`config.mk`:
```
export PLATFORM = sky130hd
export DESIGN_NAME = fab_cfg_streamer
export DESIGN_NICKNAME = d
export VERILOG_FILES = /design/src/rtl/fab_cfg_pkg.sv /design/src/rtl/fab_cfg_bit_phy.sv /design/src/rtl/fab_cfg_streamer.sv
export SDC_FILE = /design/constraint.sdc
export NUM_CORES = 1
export LEC_CHECK = 0
export CAP_MARGIN = 20
export CORE_UTILIZATION = 50
export DETAILED_ROUTE_END_ITERATION = 16
export GPL_TIMING_DRIVEN = 0
export PLACE_DENSITY = 0.76
export SYNTH_ARGS = -nofsm -noshare
export SYNTH_HDL_FRONTEND = slang
export SYNTH_SLANG_ARGS = --single-unit
```
`constraint.sdc`:
```
create_clock -name CLK -period 2.9 [get_ports CLK]
set_input_delay 0.725 -clock CLK [delete_from_list [all_inputs] [get_ports CLK]]
set_output_delay 0.725 -clock CLK [all_outputs]
set_load 0.02 [all_outputs]
```
`src/rtl/fab_cfg_pkg.sv`:
```
// Shared types and helpers for the FABulous serial configuration streamer.
package fab_cfg_pkg;

    typedef enum logic [2:0] {
        StIdle,
        StLoad,
        StShift,
        StPost,
        StUrst,
        StDone
    } state_e;

    typedef enum logic [1:0] {
        PhData,
        PhClkHi,
        PhCtrlHi,
        PhCtrlLo
    } phase_e;

    localparam logic [31:0] DefaultCtrlWord = 32'h0000FAB1;

    // The trailing low phase is doubled so a bit slot spans 5*DIV cycles.
    function automatic int unsigned phase_len(phase_e ph, int unsigned div);
        return (ph == PhCtrlLo) ? 2 * div : div;
    endfunction

endpackage

```
`src/rtl/fab_cfg_bit_phy.sv`:
```
// Serialises one 32-bit word as 4-phase s_clk/s_data bit slots, data then control word.
module fab_cfg_bit_phy
    import fab_cfg_pkg::*;
#(
    parameter logic [31:0] CTRL_WORD = DefaultCtrlWord,
    parameter int unsigned DIV       = 1
) (
    input  logic        clk,
    input  logic        reset,
    input  logic        clear,
    input  logic        go,
    input  logic [31:0] word,
    output logic        s_clk,
    output logic        s_data,
    output logic        word_done
);

    localparam int unsigned CntW = $clog2(2 * DIV);

    logic            active_q, active_d;
    logic [31:0]     word_q, word_d;
    logic [4:0]      bit_q, bit_d, bit_nxt;
    phase_e          phase_q, phase_d;
    logic [CntW-1:0] cnt_q, cnt_d;
    logic            s_clk_q, s_clk_d;
    logic            s_data_q, s_data_d;
    logic            phase_end;

    assign bit_nxt   = bit_q + 5'd1;
    assign phase_end = (cnt_q == CntW'(phase_len(phase_q, DIV) - 1));
    assign word_done = active_q && phase_end && (phase_q == PhCtrlLo) && (bit_q == 5'd31);
    assign s_clk     = s_clk_q;
    assign s_data    = s_data_q;

    // Outputs are computed one edge ahead so they are valid on the first cycle of a phase.
    always_comb begin
        active_d = active_q;
        word_d   = word_q;
        bit_d    = bit_q;
        phase_d  = phase_q;
        cnt_d    = cnt_q;
        s_clk_d  = s_clk_q;
        s_data_d = s_data_q;
        if (clear) begin
            active_d = 1'b0;
            s_clk_d  = 1'b0;
            s_data_d = 1'b0;
        end else if (go) begin
            active_d = 1'b1;
            word_d   = word;
            bit_d    = '0;
            phase_d  = PhData;
            cnt_d    = '0;
            s_clk_d  = 1'b0;
            s_data_d = word[31];
        end else if (active_q) begin
            if (!phase_end) begin
                cnt_d = cnt_q + CntW'(1);
            end else begin
                cnt_d = '0;
                unique case (phase_q)
                    PhData: begin
                        phase_d = PhClkHi;
                        s_clk_d = 1'b1;
                    end
                    PhClkHi: begin
                        phase_d  = PhCtrlHi;
                        s_data_d = CTRL_WORD[~bit_q];
                    end
                    PhCtrlHi: begin
                        phase_d = PhCtrlLo;
                        s_clk_d = 1'b0;
                    end
                    PhCtrlLo: begin
                        if (bit_q == 5'd31) begin
                            active_d = 1'b0;
                        end else begin
                            bit_d    = bit_nxt;
                            phase_d  = PhData;
                            s_data_d = word_q[~bit_nxt];
                        end
                    end
                    default: ;
                endcase
            end
        end
    end

    always_ff @(posedge clk) begin
        if (reset) begin
            active_q <= 1'b0;
            word_q   <= '0;
            bit_q    <= '0;
            phase_q  <= PhData;
            cnt_q    <= '0;
            s_clk_q  <= 1'b0;
            s_data_q <= 1'b0;
        end else begin
            active_q <= active_d;
            word_q   <= word_d;
            bit_q    <= bit_d;
            phase_q  <= phase_d;
            cnt_q    <= cnt_d;
            s_clk_q  <= s_clk_d;
            s_data_q <= s_data_d;
        end
    end

endmodule

```
`src/rtl/fab_cfg_streamer.sv`:
```
// Streams bitstream words into the FABulous config port, then settles and pulses fab_rst.
module fab_cfg_streamer
    import fab_cfg_pkg::*;
#(
    parameter logic [31:0] CTRL_WORD  = DefaultCtrlWord,
    parameter int unsigned DIV        = 1,
    parameter int unsigned POST_WAIT  = 100,
    parameter int unsigned RST_CYCLES = 5,
    parameter int unsigned CNT_W      = 13
) (
    input  logic             CLK,
    input  logic             reset,
    input  logic             start,
    input  logic             abort,
    input  logic [31:0]      in_data,
    input  logic             in_last,
    input  logic             in_valid,
    output logic             in_ready,
    output logic             s_clk,
    output logic             s_data,
    output logic             fab_rst,
    output logic             busy,
    output logic             done,
    output logic [CNT_W-1:0] words_sent
);

    localparam int unsigned WaitMax = (POST_WAIT > RST_CYCLES) ? POST_WAIT : RST_CYCLES;
    localparam int unsigned WaitW   = $clog2(WaitMax + 1);

    if (DIV == 0) begin : g_div_check
        $error("fab_cfg_streamer: DIV must be at least 1");
    end
    if (RST_CYCLES == 0) begin : g_rst_check
        $error("fab_cfg_streamer: RST_CYCLES must be at least 1");
    end

    state_e             state_q, state_d;
    logic [WaitW-1:0]   wait_q, wait_d;
    logic [CNT_W-1:0]   words_q, words_d;
    logic               last_q, last_d;
    logic               fab_rst_q;
    logic               handshake, word_done, phy_clear;

    assign in_ready   = (state_q == StLoad) && !abort;
    assign handshake  = in_valid && in_ready;
    assign busy       = state_q inside {StLoad, StShift, StPost, StUrst};
    assign done       = (state_q == StDone);
    assign words_sent = words_q;
    assign fab_rst    = fab_rst_q;
    // Park the serial pins low on abort and once the final word has gone out.
    assign phy_clear  = abort || ((state_q == StShift) && word_done && last_q);

    always_comb begin
        state_d = state_q;
        wait_d  = wait_q;
        words_d = words_q;
        last_d  = last_q;
        if (abort) begin
            state_d = StIdle;
            wait_d  = '0;
        end else begin
            unique case (state_q)
                StIdle, StDone: begin
                    if (start) begin
                        state_d = StLoad;
                        words_d = '0;
                    end
                end
                StLoad: begin
                    if (handshake) begin
                        last_d  = in_last;
                        state_d = StShift;
                    end
                end
                StShift: begin
                    if (word_done) begin
                        if (words_q != '1) words_d = words_q + CNT_W'(1);
                        wait_d = '0;
                        if (!last_q)              state_d = StLoad;
                        else if (POST_WAIT == 0)  state_d = StUrst;
                        else                      state_d = StPost;
                    end
                end
                StPost: begin
                    if (wait_q == WaitW'(POST_WAIT - 1)) begin
                        wait_d  = '0;
                        state_d = StUrst;
                    end else begin
                        wait_d = wait_q + WaitW'(1);
                    end
                end
                StUrst: begin
                    if (wait_q == WaitW'(RST_CYCLES - 1)) begin
                        wait_d  = '0;
                        state_d = StDone;
                    end else begin
                        wait_d = wait_q + WaitW'(1);
                    end
                end
                default: state_d = StIdle;
            endcase
        end
    end

    always_ff @(posedge CLK) begin
        if (reset) begin
            state_q   <= StIdle;
            wait_q    <= '0;
            words_q   <= '0;
            last_q    <= 1'b0;
            fab_rst_q <= 1'b0;
        end else begin
            state_q   <= state_d;
            wait_q    <= wait_d;
            words_q   <= words_d;
            last_q    <= last_d;
            fab_rst_q <= (state_d == StUrst);
        end
    end

    fab_cfg_bit_phy #(
        .CTRL_WORD(CTRL_WORD),
        .DIV      (DIV)
    ) u_phy (
        .clk      (CLK),
        .reset    (reset),
        .clear    (phy_clear),
        .go       (handshake),
        .word     (in_data),
        .s_clk    (s_clk),
        .s_data   (s_data),
        .word_done(word_done)
    );

endmodule

```
== Word level (Yosys, flattened, before mapping) ==
Memory sizes are Yosys's and may differ from the RTL's.
Index checks and enable logic that the tools add are counted.
W data, S select, Z words.

* Register bits after elaboration: 68
* ROM bits: 32
* Logic and storage cells: 119
* Memories kept: 1

* $add $sub $neg: 5
* Order comparisons: 2
* Equality and inequality tests: 19
* Mux-type cells: 44
* Bitwise operators: 4
* Reduce and logical (&&, ||, !) cells: 32

{| class="wikitable"
|+ Memories
! memory !! words !! bits a word !! read ports !! clocked after memory_dff !! wr ports !! RTL line !! source
|-
| (name not given) || 32 || 1 || 1 || 0 || 0 || fab_cfg_bit_phy.sv:68 || <nowiki>s_data_d = CTRL_WORD[~bit_q];</nowiki>
|}

{| class="wikitable"
|+ Operators by type and width
! cell !! number
|-
| $mux W13 || 3
|-
| $pmux W13 S2 || 1
|-
| $mux W5 || 5
|-
| $mux W7 || 3
|-
| $pmux W7 S3 || 1
|-
| $mux W3 || 6
|-
| $mux W1 || 15
|-
| $pmux W3 S5 || 1
|-
| $add A13 B1 Y13 const B || 1
|-
| $ne A13 B13 Y1 const B || 1
|-
| $lt A5 B6 Y1 const B || 2
|-
| $mux W2 || 5
|-
| $not A5 Y5 || 2
|-
| $reduce_and A5 Y1 || 2
|-
| $reduce_bool A2 Y1 || 5
|-
| $eq A3 B3 Y1 const B || 3
|-
| $pmux W2 S4 || 1
|-
| $reduce_and A4 Y1 || 2
|-
| $add A7 B1 Y7 const B || 1
|-
| $eq A7 B3 Y1 const B || 1
|-
| $eq A7 B7 Y1 const B || 1
|-
| $logic_and A1 B1 Y1 || 7
|-
| $eq A3 B2 Y1 const B || 2
|-
| $ne A2 B2 Y1 const B || 3
|-
| other kinds (23) || 32
|}

== Longest topological paths before layout ==
* Depth in word-level cells: 12
* Gate-level depth with buffers: 11
* Depth with buffers taken out: 9

== Cells and area by module ==
Synthesis repeated with hierarchy kept, for this count alone.

* Cells, all modules: 431
* Area total of the unflattened synthesis: 3577.2 um^2

{| class="wikitable"
|+ By module, submodules not included
! module !! instances !! cells each !! area an instance (um^2) !! seq. area each (um^2)
|-
| fab_cfg_bit_phy || 1 || 246 || 2060.7 || 860.8
|-
| fab_cfg_streamer || 1 || 185 || 1516.5 || 500.5
|}

== Worst setup path after synthesis ==
Ideal clock, no wire load.

* Path type: input to register
* Start: in abort
* End: reg u_phy.bit_q[0]
* Arrival time: 2.509 ns
* Required time: 2.835 ns
* Path slack: 0.326 ns
* Stages on the path: 7
* Path buffers: 1
* Cell sequence: clkbuf_1 nor4b_2 nand2_1 a21oi_2 nand2_1 mux2_2 nor2_1

* Cells in the longest elaborated chain, start to end: 5

{| class="wikitable"
|+ RTL lines
! element !! RTL line !! source
|-
| from (decl) || fab_cfg_streamer.sv:14 || <nowiki>input logic abort,</nowiki>
|-
| $logic_not A1 Y1 * || fab_cfg_streamer.sv:44 || <nowiki>assign in_ready = (state_q == StLoad) && !abort;</nowiki>
|-
| $logic_and A1 B1 Y1 * || fab_cfg_streamer.sv:44 ||
|-
| net in_ready || fab_cfg_streamer.sv:18 || <nowiki>output logic in_ready,</nowiki>
|-
| $logic_and A1 B1 Y1 * || fab_cfg_streamer.sv:45 || <nowiki>assign handshake = in_valid && in_ready;</nowiki>
|-
| $ne A2 B2 Y1 (no line) or $reduce_bool A2 Y1 (tied branches) || n/a ||
|-
| $reduce_and A5 Y1 (no line) || n/a ||
|-
| to (signal assigned) || fab_cfg_bit_phy.sv:101 || <nowiki>bit_q <= bit_d;</nowiki>
|-
| to (decl) || fab_cfg_bit_phy.sv:22 || <nowiki>logic [4:0] bit_q, bit_d, bit_nxt;</nowiki>
|}

Mark *: on every way through the listed nets, which the timed path passes. The rest lies on a longest branch.
A chain may end at the register's enable or synchronous reset.

== Final worst setup path ==
* Start: in abort
* End: out in_ready

* Cells in the longest elaborated chain, start to end: 2

{| class="wikitable"
|+ RTL lines
! element !! RTL line
|-
| $logic_not A1 Y1 || fab_cfg_streamer.sv:44
|-
| $logic_and A1 B1 Y1 || fab_cfg_streamer.sv:44
|-
| to (decl) || fab_cfg_streamer.sv:18
|}

Every way passes these cells.

==> key figures <==
Worst setup path
  • Critical Path Source: abort
  • Critical path class: input pin to primary output
  • CP top delay family: buffers and inverters
  • Ordered list of cells on the worst path: clkbuf_1, nor4b_2, clkdlybuf4s50_1
  • Critical-path top delay cell: clkdlybuf4s50_1
  • CP arrival: 2.11 ns
  • Critical path capture point type: primary output
  • Worst setup SP type: input pin
  • Crit-path max FO: 10
  • Buf/Inv on CP: 2
  • CP max stage delay: 0.70 ns
  • R2r startpoint: u_phy.phase_q[0]$_SDFFE_PP0P_
  • Critical path data required time: 2.17 ns

Timing
  • Slew Limit Fails: 0
  • Setup tns final: 0 ns
  • Worst-margin pin slew: 0.708 ns
  • Maximum clock rate: 353 MHz
  • Final hold violation count: 0
  • Period minus WS final: 2.84 ns
  • Final setup margin: 0.0634 ns
  • Period utilisation layout: approximately 98%
  • Rel. slew slack: 52.6%
  • RSZ-0062 raised after global routing: no
  • Setup violators final: 0
  • Skew final: 0.00779 ns

Cells and area
  • Commonest non-fill, non-tap cell in the layout: nand2_1
  • Final Non-Filler Cells: 567
  • Fill count: 581
  • N_diodes: 0
  • Area delta synth->final: 25.7%
  • Final nets: 534
  • Most frequent cells in the layout: nand2_1 (86), dfxtp_1 (68), a21oi_1 (59)
  • Layout cell share with drive strength beyond 1: 8.57%

Clock network
  • CTS tree: built
  • Setup bufs post-CTS: 0
  • H-tree depth: 3
  • Worst-path clk slew: 0.07 ns
  • Post_cts resized: 0
  • Total CTS buffers: 9
  • Hold buffers post-CTS: 0
  • CTS sink count: 68
  • Clock buffer depth: 2
  • CTS root buffer: clkbuf_8
  • Clk_lat worst skew: 0.35 ns

Drt
  • Drt total wl: 7910 um
  • Via density: 5.65
  • DR pass1 iterations: 4
  • Drc violations: 0
  • DR iter-0 viols: 169
  • Via count: 3201
  • Routed Antenna Nets: 0
  • Routed wire per std cell: 14.0 um

Global routing
  • Largest net degree at the start of global routing: 13
  • First-pass GRT wire length: roughly 14000 um
  • Initial antenna violation count: 0
  • GRT Overall Usage: a little under a quarter
  • Grt ovf: 0
  • Vias in the first global route: about 3000

Pwr
  • Clock network fraction of total power: 47.4%
  • Comb power frac: 6.6%
  • Int Power: 1.61 mW
  • PwrDens: 473 nW/um2
  • Reg power frac: 46.1%
  • Worst VDD drop: approximately 300 uV
  • Switch Pwr: approximately 450 uW
  • Switch share: 21.8%
  • Leak: 1.48 nW

Placement
  • Routability Congestion: roughly 0.9
  • Hpwl dp: 5700 um
  • Post-Place Setup Slack: slightly below 0.09 ns
  • PortBufs: 54
  • Post-Place Cells: 551

Synthesis
  • Synth cell types: 61
  • Seq/Total Area, Yosys: around 40%
  • Synthesis Warnings: 0
  • Synth Register Bits: between 60 and 70
  • Post-Syn Area per Cell: 8.23 um2
  • Ys flop type: dfxtp_1
  • Asr flop ratio synth: 0%
  • Post-Syn Nets: 469
  • Cells after synthesis: 420
  • Number of synthesized flops with an enable pin: 0
  • Synthesized cell area: 3450 um2

Floorplan
  • Initial core utilization: 53.2%
  • Core area: 6490 um2
  • Die Y: 85.1 um
  • Site row count: 29
  • Die Wd: 85.1 um
  • Die area: ~7200 um2
  • I/O pin count: 57

Worst hold path
  • Min-delay worst type: flip-flop to flip-flop
  • Worst Hold Launch: u_phy.word_q[13]$_SDFFE_PP0P_

Run status
  • Status: completed

Flow run
  • Max Cap Viol: 0
## final timing paths
kind | to | slack, ns | cells past startpoint
max | in_ready | 0.06 | 3
min | u_phy.word_q[13]$_SDFFE_PP0P_ | 0.45 | 2
max reg2reg | words_sent[11]$_SDFFE_PP0P_ | 0.25 | 10
min reg2reg | u_phy.word_q[13]$_SDFFE_PP0P_ | 0.45 | 2
## cells by family (layout without fill, tap and decap cells)
group,after synthesis,count (layout),share of synthesized area (%)
mux,15,15,7.32
compound gates,101,101,17.0
simple gates,183,183,26.4
fa+ha+maj,11,11,3.98
buf+inv,38,108,4.85
xor+xnor,4,4,1.01
flops,68,68,39.4
## worst reg2reg max path: stages (launching register included)
cell     delay, ns
dfxtp_1       0.34
ha_1          0.22
ha_1          0.26
buf_2         0.18
and4_1        0.24
mux2_1        0.16
a22oi_2       0.08
or3b_4        0.41
buf_6         0.15
or4_1         0.40
a21oi_1       0.14
## power groups by stage
stage / Clock, mW / Combinational, mW / Sequential [mW]
6_report: 0.973 / 0.135 / 0.946
5_1_grt: 1.03 / 0.148 / 0.948
4_1_cts: 0.986 / 0.135 / 0.946
3_5_place_dp: 0 / 0.134 / 0.968
3_3_place_gp: 0 / 0.133 / 0.968
2_1_floorplan: 0 / 0.0634 / 0.967
## registers in the layout, summed over array words and instances, names as in the netlist
register        flops
u_phy.word_q       32
u_phy.s_data        1
fab_rst             1
u_phy.phase_q       2
u_phy.s_clk         1
words_sent         13
state_q             3
last_q              1
u_phy.cnt_q         1
u_phy.active_q      1
wait_q              7
u_phy.bit_q         5
## final cells by class
class | instances | area, um2 | share of cell area (%)
buffer | 27 | 128 | 2.94
clock buffer | 10 | 138 | 3.17
clock inverter | 6 | 111 | 2.56
inverter | 11 | 41.3 | 0.951
multi-input combinational | 314 | 1930 | 44.4
sequential | 68 | 1360 | 31.4
tap | 77 | 96.3 | 2.22
timing repair buffer | 54 | 541 | 12.4
## stage by stage
step / instance area, um2 / util, % / total power [mW] / hold WS (ns)
after global routing: 4340 / 66.8 / 2.13 / 0.478
after floorplan: 3450 / - / 1.03 / 0.432
after detailed placement: 4090 / 63.0 / 1.10 / 0.444
after CTS: 4340 / 66.8 / 2.07 / 0.453
after global placement: 4090 / 63.0 / 1.10 / 0.439
final: 4340 / 66.8 / 2.05 / 0.455
## Yosys cell counts, types with 6 or more instances
library cell | count | area share [%]
nand4_1 | 6 | 1.1
o21ai_1 | 10 | 1.4
and3_1 | 6 | 1.1
inv_1 | 10 | 1.1
nor2_1 | 25 | 2.7
clkbuf_1 | 18 | 2.0
nand2_1 | 86 | 9.3
or4_1 | 8 | 1.7
mux4_2 | 8 | 5.2
nand3_1 | 12 | 1.7
ha_1 | 11 | 4.0
dfxtp_1 | 68 | 39
a21oi_1 | 59 | 8.5
## routing by layer
layer  global-route usage, %  routed length, um
met1                    28.8               3570
met2                    40.5               3930
met3                    4.96                299
met4                    10.8                119
met5                       0                  0
No activity file was read; power rests on OpenSTA's default activity.
